$ cat src/rtl/gray_key_counter_pkg.sv
// Shared definitions for the Gray-coded key counter.
//   key_state_e : 2-bit encoding of the per-key debounce FSM
//   KEY_UP      : index of the step-up key in iwv_keys
//   KEY_DOWN    : index of the step-down key in iwv_keys
package gray_key_counter_pkg;

    typedef enum logic [1:0] {
        StReleased   = 2'b00,
        StDebPress   = 2'b01,
        StPressed    = 2'b10,
        StDebRelease = 2'b11
    } key_state_e;

    localparam int unsigned KEY_UP   = 0;
    localparam int unsigned KEY_DOWN = 1;

endpackage

$ cat src/rtl/gray_key_debounce.sv
// Per-key front end: two-flop synchronizer, optional debounce FSM and press-event generation.
// Configuration macro: GRAY_KEY_DEBOUNCE_EN (defined = debounce FSM, undefined = edge detect).
// Ports:
//   iw_clk    - clock
//   iw_rst_n  - asynchronous active-low reset
//   iw_key_n  - raw, asynchronous, active-low key
//   ow_press  - registered one-cycle press event
module gray_key_debounce #(
    parameter int unsigned p_DEBOUNCE_CYCLES = 1000000
) (
    input  logic iw_clk,
    input  logic iw_rst_n,
    input  logic iw_key_n,
    output logic ow_press
);
    import gray_key_counter_pkg::*;

    logic sync1_q, sync2_q;
    logic press_d, press_q;

    // Synchronizer resets to 1 so a key held through reset is not seen as already pressed.
    always_ff @(posedge iw_clk or negedge iw_rst_n) begin
        if (!iw_rst_n) begin
            sync1_q <= 1'b1;
            sync2_q <= 1'b1;
            press_q <= 1'b0;
        end else begin
            sync1_q <= iw_key_n;
            sync2_q <= sync1_q;
            press_q <= press_d;
        end
    end

    assign ow_press = press_q;

`ifdef GRAY_KEY_DEBOUNCE_EN
    localparam int unsigned CntW = $clog2(p_DEBOUNCE_CYCLES + 1);
    localparam logic [CntW-1:0] CntLast = CntW'(p_DEBOUNCE_CYCLES - 1);
    localparam logic [CntW-1:0] CntOne  = CntW'(1);

    key_state_e      state_q, state_d;
    logic [CntW-1:0] cnt_q, cnt_d;

    // cnt counts consecutive samples at the new level; the sample that leaves a
    // stable state is the first one, so the transition fires on the Nth sample.
    always_comb begin
        state_d = state_q;
        cnt_d   = cnt_q;
        press_d = 1'b0;
        unique case (state_q)
            StReleased: begin
                if (!sync2_q) begin
                    state_d = StDebPress;
                    cnt_d   = CntOne;
                end
            end
            StDebPress: begin
                if (sync2_q) begin
                    state_d = StReleased;
                    cnt_d   = '0;
                end else if (cnt_q == CntLast) begin
                    state_d = StPressed;
                    cnt_d   = '0;
                    press_d = 1'b1;
                end else begin
                    cnt_d = cnt_q + CntOne;
                end
            end
            StPressed: begin
                if (sync2_q) begin
                    state_d = StDebRelease;
                    cnt_d   = CntOne;
                end
            end
            StDebRelease: begin
                if (!sync2_q) begin
                    state_d = StPressed;
                    cnt_d   = '0;
                end else if (cnt_q == CntLast) begin
                    state_d = StReleased;
                    cnt_d   = '0;
                end else begin
                    cnt_d = cnt_q + CntOne;
                end
            end
            default: begin
                state_d = StReleased;
                cnt_d   = '0;
            end
        endcase
    end

    always_ff @(posedge iw_clk or negedge iw_rst_n) begin
        if (!iw_rst_n) begin
            state_q <= StReleased;
            cnt_q   <= '0;
        end else begin
            state_q <= state_d;
            cnt_q   <= cnt_d;
        end
    end
`else
    logic sync3_q;
    logic unused_cfg;

    assign unused_cfg = ^32'(p_DEBOUNCE_CYCLES);

    always_ff @(posedge iw_clk or negedge iw_rst_n) begin
        if (!iw_rst_n) begin
            sync3_q <= 1'b1;
        end else begin
            sync3_q <= sync2_q;
        end
    end

    // Falling edge of the synced key; registered, so the event is 3 cycles after the raw edge.
    always_comb begin
        press_d = sync3_q & ~sync2_q;
    end
`endif

endmodule

$ cat src/rtl/gray_key_counter.sv
// Up/down binary counter driven by two push buttons, with registered Gray-code output.
// Configuration macro: GRAY_KEY_DEBOUNCE_EN enables the per-key debounce FSM.
// Ports:
//   iw_clk       - clock, rising edge
//   iw_rst_n     - asynchronous active-low reset
//   iwv_keys     - raw active-low keys, [0] step up, [1] step down
//   iw_load      - synchronous load strobe (highest priority)
//   iwv_load_val - binary value to load
//   owv_bin      - registered binary count
//   owv_gray     - registered Gray code of owv_bin
//   ow_step      - one-cycle pulse on any count update, including load
//   ow_wrap      - one-cycle pulse on modular wrap of an up/down step
module gray_key_counter #(
    parameter int unsigned p_WIDTH           = 10,
    parameter int unsigned p_DEBOUNCE_CYCLES = 1000000
) (
    input  logic               iw_clk,
    input  logic               iw_rst_n,
    input  logic [1:0]         iwv_keys,
    input  logic               iw_load,
    input  logic [p_WIDTH-1:0] iwv_load_val,
    output logic [p_WIDTH-1:0] owv_bin,
    output logic [p_WIDTH-1:0] owv_gray,
    output logic               ow_step,
    output logic               ow_wrap
);
    import gray_key_counter_pkg::*;

    localparam logic [p_WIDTH-1:0] One = p_WIDTH'(1);

    logic [1:0]         press;
    logic [p_WIDTH-1:0] bin_q, bin_d;
    logic [p_WIDTH-1:0] gray_q, gray_d;
    logic               step_q, step_d;
    logic               wrap_q, wrap_d;

    gray_key_debounce #(
        .p_DEBOUNCE_CYCLES(p_DEBOUNCE_CYCLES)
    ) u_key_up (
        .iw_clk   (iw_clk),
        .iw_rst_n (iw_rst_n),
        .iw_key_n (iwv_keys[KEY_UP]),
        .ow_press (press[KEY_UP])
    );

    gray_key_debounce #(
        .p_DEBOUNCE_CYCLES(p_DEBOUNCE_CYCLES)
    ) u_key_down (
        .iw_clk   (iw_clk),
        .iw_rst_n (iw_rst_n),
        .iw_key_n (iwv_keys[KEY_DOWN]),
        .ow_press (press[KEY_DOWN])
    );

    // Simultaneous up and down events cancel out.
    always_comb begin
        bin_d  = bin_q;
        step_d = 1'b0;
        wrap_d = 1'b0;
        if (iw_load) begin
            bin_d  = iwv_load_val;
            step_d = 1'b1;
        end else if (press[KEY_UP] ^ press[KEY_DOWN]) begin
            step_d = 1'b1;
            if (press[KEY_UP]) begin
                bin_d  = bin_q + One;
                wrap_d = &bin_q;
            end else begin
                bin_d  = bin_q - One;
                wrap_d = ~|bin_q;
            end
        end
        // Gray is derived from the next binary value so both register on the same edge.
        gray_d = bin_d ^ (bin_d >> 1);
    end

    always_ff @(posedge iw_clk or negedge iw_rst_n) begin
        if (!iw_rst_n) begin
            bin_q  <= '0;
            gray_q <= '0;
            step_q <= 1'b0;
            wrap_q <= 1'b0;
        end else begin
            bin_q  <= bin_d;
            gray_q <= gray_d;
            step_q <= step_d;
            wrap_q <= wrap_d;
        end
    end

    assign owv_bin  = bin_q;
    assign owv_gray = gray_q;
    assign ow_step  = step_q;
    assign ow_wrap  = wrap_q;

endmodule

$ cat config.mk
export PLATFORM = sky130hd
export DESIGN_NAME = gray_key_counter
export DESIGN_NICKNAME = d
export VERILOG_FILES = /design/src/rtl/gray_key_counter_pkg.sv /design/src/rtl/gray_key_debounce.sv /design/src/rtl/gray_key_counter.sv
export SDC_FILE = /design/constraint.sdc
export NUM_CORES = 1
export LEC_CHECK = 0
export CAP_MARGIN = 30
export CORE_UTILIZATION = 60
export CTS_CLUSTER_DIAMETER = 100
export CTS_CLUSTER_SIZE = 8
export DETAILED_ROUTE_END_ITERATION = 10
export DONT_BUFFER_PORTS = 1
export GPL_TIMING_DRIVEN = 0
export PLACE_DENSITY = 0.86
export SLEW_MARGIN = 15
export SYNTH_ARGS = -nofsm -noshare
export SYNTH_HDL_FRONTEND = slang
export SYNTH_SLANG_ARGS = --single-unit
$ cat constraint.sdc
create_clock -name iw_clk -period 2.78 [get_ports iw_clk]
set_input_delay 0.556 -clock iw_clk [delete_from_list [all_inputs] [get_ports iw_clk]]
set_output_delay 0.556 -clock iw_clk [all_outputs]
set_load 0.005 [all_outputs]
==> results.yml, run 1 <==
synthesis:
  post_synth_mux_area_share_pct: 3.25
  netlist_instances: 146
  seq_total_area_yosys_pct: 46.4
  yosys.area_share.simple_pct: 14.9
  netlist_area_sq_mm: 0.00158
  average_cell_area_after_synthesis_sq_um: 10.8
  synth_enable_flop_cells: 0
  count_of_cell_types_in_the_netlist: 42
  synth.yosys.warnings: 0
  synth-compound-area-share_pct: 15.5
  top_ff_cell_synth: "dfrtp_1"
  combinational_family_with_the_most_area_after_synthesis: "compound AO/OA/AOI/OAI gates"
  synth_nets: 170
  postSynthRegisterBits: 29
  post_synth_xor_area_fraction_pct: 8.95
  yosys.area_share.adder_pct: 7.61
  async_reset_ff_share_pct: 100
worst_setup_path:
  startpoint_type: "flip-flop"
  signal_arrival_time_at_the_worst_endpoint_ns: 2.82
  cpMaxStageDelayCell: "ha_1"
  critical_path.max_stage_delay_ns: 0.40
  ff_to_ff_path_depth: 9
  worstSetupEndpointType: "flip-flop"
  critical_path_class: "flip-flop to flip-flop"
  required_ns: 2.97
  crit_path_max_fo: 9
  critical_path.cell_chain: "buf_2, inv_2, ha_1, a21oi_1, a21boi_0, a41oi_2, mux2i_1, a221o_1, xor2_1"
layout:
  syn_to_final_growth_pct: 7.37
  final_area_sq_mm: 0.00170
  post_route_cells_drive_above_1_share_pct: 17.4
  finalCoreUtilization_pct: 68.4
  finish.cell_count_without_fillers: 185
  layout.nets: 178
  antenna-diode-count: 0
  final_cell_mix: "dfrtp_1, a21oi_1, nand2_1"
  most_common_cell_after_layout_fill_and_taps_aside: "dfrtp_1"
sta:
  final_min_period_over_clock_period_pct: 94.4
  setup_repair_after_global_routing_missed_its_margin: "false"
  maxSlewHeadroom_pct: 66.7
  setup_ws_ns: 0.157
  setup_viol: 0
  finalMaxSlewViolations: 0
  fin_worst_skew_ns: 0.0103
  period_minus_slack_ns: 2.62
  setup-tns-final_ns: 0
  fmax_ghz: 0.381
  hold_ws_ns: 0.0578
  worstMarginPinSlew_ns: 0.500
  finalHoldViolCount: 0
place:
  detailed_place.area_sq_mm: 0.00162
  buffer_ports.inserted: 0
  hpwl_microns: 2500
  place.gp.congestion: 0.949
  placed_cells_incl_taps: 176
  placement.setup.worst_slack_ns: 0.183
floorplan:
  boundaryPins: 37
  core_area_sq_mm: 0.00248
  die_y_microns: 53.3
  die_area_sq_mm: 0.00284
  fp.dieW_microns: 53.3
  start_util_pct: 63.7
  rows: 18
status:
  outcome: "finished, final reports clean"
clock_network:
  cts_sinks: 29
  cts.clk_slew.worst_paths_ns: 0.09
  cts_inserted_buffers: 5
  insertion_delay_ns: 0.33
  cts_tree: "yes"
  cts_buffer_depth: 2
  clockRootBuffer: "clkbuf_4"
  cts_htree_levels: 2
global_route:
  met3_usage_pct: 10.1
  globalRouteMet2Util_pct: 45.0
  vias_in_the_first_global_route: 1131
  met1_usage_pct: 31.3
  maximum_number_of_pins_on_one_net_before_global_route_repair: 24
  grtUsageTotal_pct: 27.2
  antenna_found_initial: 0
  global_route.peak_usage_layer: "met2"
  overflow_after_grt: 0
  global_route_wire_length_before_repair_microns: 5230
detailed_routing:
  vias_per_cell: 6.18
  final_antenna_net_count: 0
  via_count: 1143
  drt_pass1_iterations: 4
  totalWireLength_microns: 3340
  drc: 0
  post_drt_wl_per_cell_microns: 18.1
  drtIter0Drc: 35
job:
  max_cap_viol_count: 0
hold_path:
  worstHoldPathType: "input pin to async pin"
power:
  peak_supply_drop_mv: 0.633
  power.density_mw_per_mm2: 735
  leakage_nw: 0.723
  report.power.total_mw: 1.25
cell usage after synthesis, types with 5 or more instances:
cell / count / area, sq um
xnor2_1: 8 / 70.1
a21oi_1: 10 / 50.1
ha_1: 8 / 100
dfrtp_1: 23 / 576
nor2_1: 7 / 26.3
nand2_1: 9 / 33.8
o21ai_0: 6 / 30.0
dfstp_2: 6 / 158
nor3_1: 5 / 25.0
nor2b_1: 5 / 31.3
xor2_1: 5 / 43.8
inv_1: 6 / 22.5
path summary, 6_finish.rpt:
| path | startpoint | end | slack [ns] |
|---|---|---|---|
| min reg2reg | u_key_down.sync1_q | u_key_down.sync2_q | 0.35 |
| max | u_key_up.ow_press | owv_gray[7] | 0.16 |
| max reg2reg | u_key_up.ow_press | owv_gray[7] | 0.16 |
| min | iw_rst_n | u_key_down.sync2_q | 0.06 |
| min in group iw_clk | iwv_keys[1] | u_key_down.sync1_q | 0.22 |
| max in group asynchronous | iw_rst_n | owv_gray[1] | 2.25 |
repair_timing:
| item | in CTS | in global routing |
|---|---|---|
| resized for setup | 0 | 1 |
| setup endpoints to repair | 0 | 1 |
| hold endpoints to repair | 23 | 0 |
| buffers inserted | 0 | 0 |
| hold buffers | 1 | 0 |
area by class of cell:
cell class	instances	area [sq um]
clock inverter	1	5.00
buffer	5	27.5
clock buffer	7	65.1
tap	30	37.5
sequential	29	733
fill	195	782
timing repair buffer	1	5.00
multi-input combinational	105	796
inverter	7	26.3
routing by layer:
metal | vias up | wire length (microns) | share of wire [%]
met3 | 9 | 270 | 8.1
met4 | 0 | 65 | 1.9
met5 | - | 0 | 0
met1 | 553 | 1350 | 40
li1 | 536 | - | -
met2 | 45 | 1660 | 50
flip-flops by register name, indices dropped and copies added, names as in the netlist:
signal,flops
ow_step,1
ow_wrap,1
owv_bin,10
owv_gray,9
u_key_down.ow_press,1
u_key_down.sync1_q,1
u_key_down.sync2_q,1
u_key_down.sync3_q,1
u_key_up.ow_press,1
u_key_up.sync1_q,1
u_key_up.sync2_q,1
u_key_up.sync3_q,1
worst max-delay path, delay by kind of cell, from the launching register on:
family / cells / cell delay, ns
buffers and inverters: 2 / 0.39
muxes: 1 / 0.10
adders and majority gates: 1 / 0.40
DFF: 1 / 0.36
AOI/OAI and AO/OA: 4 / 1.07
xor gates and xnor gates: 1 / 0.18
report_power, final:
part / internal [mW] / switching (mW)
combinational: 0.163 / 0.213
clock: 0.146 / 0.137
sequential: 0.505 / 0.0809
cells by family (layout without fill, tap and decap cells):
| group | after synthesis | count (layout) |
|---|---|---|
| adder cells (fa/ha/maj) | 9 | 9 |
| AO/OA/AOI/OAI | 34 | 34 |
| XOR/XNOR | 14 | 14 |
| buffers and inverters | 12 | 21 |
| AND/OR/NAND/NOR | 43 | 43 |
| multiplexers | 5 | 5 |
| flip-flops | 29 | 29 |
Note: power is estimated with default switching activity, not from simulation.
==> run 2, diff against run 1 <==
--- a/config.mk
+++ b/config.mk
@@ -16,4 +16,5 @@
 export SLEW_MARGIN = 15
 export SYNTH_ARGS = -nofsm -noshare
 export SYNTH_HDL_FRONTEND = slang
+export SYNTH_HIERARCHICAL = 1
 export SYNTH_SLANG_ARGS = --single-unit
==> run 2 against run 1 <==
Against the previous run:
- total power increased by 10%
- via count rose by 6.6%
- hold slack lost 0.0057 ns
- critical path depth unchanged
- register-to-register slack worse by 0.09 ns
- largest power group unchanged
- area after synthesis shrank 0.71%
- clock skew increased by 0.0014 ns
- largest cell class unchanged
- sequential share of layout area decreased by 1.3 points
- non-clock buffer count up 3
- design area up 3.0%
==> results.yml, run 2 <==
hold_path:
  worstHoldPathType: "input pin to async pin"
floorplan:
  rows: 18
  fp.dieW_microns: 53.1
  die_area_sq_mm: 0.00282
  die_y_microns: 53.1
  start_util_pct: 63.3
  core_area_sq_mm: 0.00248
  boundaryPins: 37
worst_setup_path:
  required_ns: 3.00
  critical_path_class: "flip-flop to flip-flop"
  signal_arrival_time_at_the_worst_endpoint_ns: 2.94
  reg2reg_setup_slack_ns: 0.06
  crit_path_max_fo: 9
  ff_to_ff_path_depth: 9
  worst_r2r_startpoint: "u_key_up/ow_press"
  critical_path.reg2reg.endpoint: "owv_gray[8]"
  worstSetupEndpointType: "flip-flop"
  startpoint_type: "flip-flop"
sta:
  fmax_ghz: 0.368
  final_min_period_over_clock_period_pct: 97.8
  hold_ws_ns: 0.0521
  maxSlewHeadroom_pct: 55.3
  setup-tns-final_ns: 0
  fin_worst_skew_ns: 0.0117
  setup_viol: 0
  finalHoldViolCount: 0
  worstMarginPinSlew_ns: 0.668
  finalMaxSlewViolations: 0
  period_minus_slack_ns: 2.72
  setup_repair_after_global_routing_missed_its_margin: "false"
synthesis:
  synthTopCellsByArea: "dfrtp_1, dfstp_2, ha_1"
  synth_nets: 171
  top_ff_cell_synth: "dfrtp_1"
  average_cell_area_after_synthesis_sq_um: 10.7
  postSynthRegisterBits: 29
  synth.cells.most_frequent: "dfrtp_1, a21oi_1, nand2_1, xnor2_1"
  async_reset_ff_share_pct: 100
  yosys.cell_count.top_type: "dfrtp_1"
  synth_enable_flop_cells: 0
  netlist_instances: 147
  yosys.area.top_type: "dfrtp_1"
  netlist_area_sq_mm: 0.00157
  seq_total_area_yosys_pct: 46.8
  count_of_cell_types_in_the_netlist: 39
  synth.yosys.warnings: 6
  yosys.area.top_type_share_pct: 36.7
detailed_routing:
  drt_pass1_iterations: 4
  final_antenna_net_count: 0
  drtIter0Drc: 31
  post_drt_wl_per_cell_microns: 17.4
  drc: 0
  totalWireLength_microns: 3290
  via_count: 1219
  vias_per_cell: 6.45
clock_network:
  cts_tree: "yes"
  insertion_delay_ns: 0.34
  cts_buffer_depth: 2
  cts_inserted_buffers: 5
  cts.clk_slew.worst_paths_ns: 0.09
  cts_sinks: 29
  clockRootBuffer: "clkbuf_4"
  cts_htree_levels: 2
place:
  place.gp.congestion: 0.909
  hpwl_microns: 2230
  detailed_place.area_sq_mm: 0.00161
  buffer_ports.inserted: 0
  placed_cells_incl_taps: 177
power:
  power.density_mw_per_mm2: 784
  peak_supply_drop_mv: 0.600
  leakage_nw: 0.744
status:
  outcome: "finished, final reports clean"
global_route:
  antenna_found_initial: 0
  maximum_number_of_pins_on_one_net_before_global_route_repair: 24
  vias_in_the_first_global_route: 1134
  grtUsageTotal_pct: 26.1
  global_route_wire_length_before_repair_microns: 5010
  overflow_after_grt: 0
layout:
  post_route_cells_drive_above_1_share_pct: 19.5
  syn_to_final_growth_pct: 11.4
  largest_reg_flops: 10
  num-fill-cells: 193
  finish.cell_count_without_fillers: 189
  final_cell_mix: "dfrtp_1, a21oi_1, xnor2_1, nand2_1, ha_1"
  layout.nets: 182
  most_common_cell_after_layout_fill_and_taps_aside: "dfrtp_1"
  antenna-diode-count: 0
  final_area_sq_mm: 0.00175
job:
  max_cap_viol_count: 0
-- run 2: final cells by class --
| class | count | area [sq um] | share of cell area, % |
|---|---|---|---|
| timing repair buffer | 4 | 27.5 | 1.58 |
| buffer | 5 | 25.0 | 1.43 |
| inverter | 8 | 33.8 | 1.93 |
| clock inverter | 3 | 65.1 | 3.72 |
| multi-input combinational | 105 | 787 | 45.1 |
| clock buffer | 5 | 37.5 | 2.15 |
| tap | 30 | 37.5 | 2.15 |
| sequential | 29 | 733 | 42.0 |
-- run 2: worst max-delay path, stage by stage (launching register included) --
cell and delay (ns):
dfrtp_1 0.36, buf_2 0.23, clkinvlp_4 0.23, ha_1 0.39, nor2b_1 0.17, o31a_1 0.30
a41oi_2 0.26, mux2i_1 0.11, a221o_1 0.38, xor2_1 0.18
-- run 2: kinds of logic after synthesis --
family / Yosys count / synth area share, %
flip-flops: 29 / 46.8
XOR/XNOR: 15 / 8.38
adder cells (fa/ha/maj): 9 / 7.66
AO/OA/AOI/OAI: 35 / 15.8
buffers and inverters: 13 / 3.51
AND/OR/NAND/NOR: 42 / 15.2
multiplexers: 4 / 2.63
-- run 2: worst max-delay path by stage --
stage / startpoint / to / slack, ns
2_1_floorplan: u_key_up/ow_press / owv_gray[7] / 0.40
3_3_place_gp: u_key_up/ow_press / owv_gray[8] / 0.22
3_5_place_dp: u_key_up/ow_press / owv_gray[8] / 0.15
4_1_cts: u_key_up/ow_press / owv_gray[8] / 0.09
5_1_grt: u_key_up/ow_press / owv_gray[7] / 0.009
6_report: u_key_up/ow_press / owv_gray[8] / 0.06
-- run 2: per-layer routing --
layer  routed length, microns  GRT usage (%)  up-vias
met5                        0              0        -
met3                      321           11.2       14
li1                         -              -      552
met4                       90           15.8        0
met2                     1610           42.4       68
met1                     1270           27.9      585
-- run 2: where the power goes --
part / total [mW] / internal (mW) / switching [mW] / leakage, nW
Clock: 0.431 / 0.278 / 0.153 / 0.0552
Sequential: 0.579 / 0.503 / 0.0764 / 0.336
Combinational: 0.360 / 0.159 / 0.201 / 0.353
Total: 1.37 / 0.940 / 0.430 / 0.744
-- run 2: timing repair --
item	4_1_cts	5_1_grt
endpoints found under the setup margin	0	2
buffers inserted	0	3
hold buffers	1	0
endpoints found under the hold margin	23	0
resized for setup	0	3
-- run 2: per-stage QoR --
stage	total power [mW]	util (%)	setup slack (ns)
3_3_place_gp	0.900	64.8	0.216
3_5_place_dp	0.920	64.8	0.152
4_1_cts	1.37	69.3	0.0861
6_report	1.37	70.5	0.0621
5_1_grt	1.45	70.5	0.00853
2_1_floorplan	0.849	-	0.401
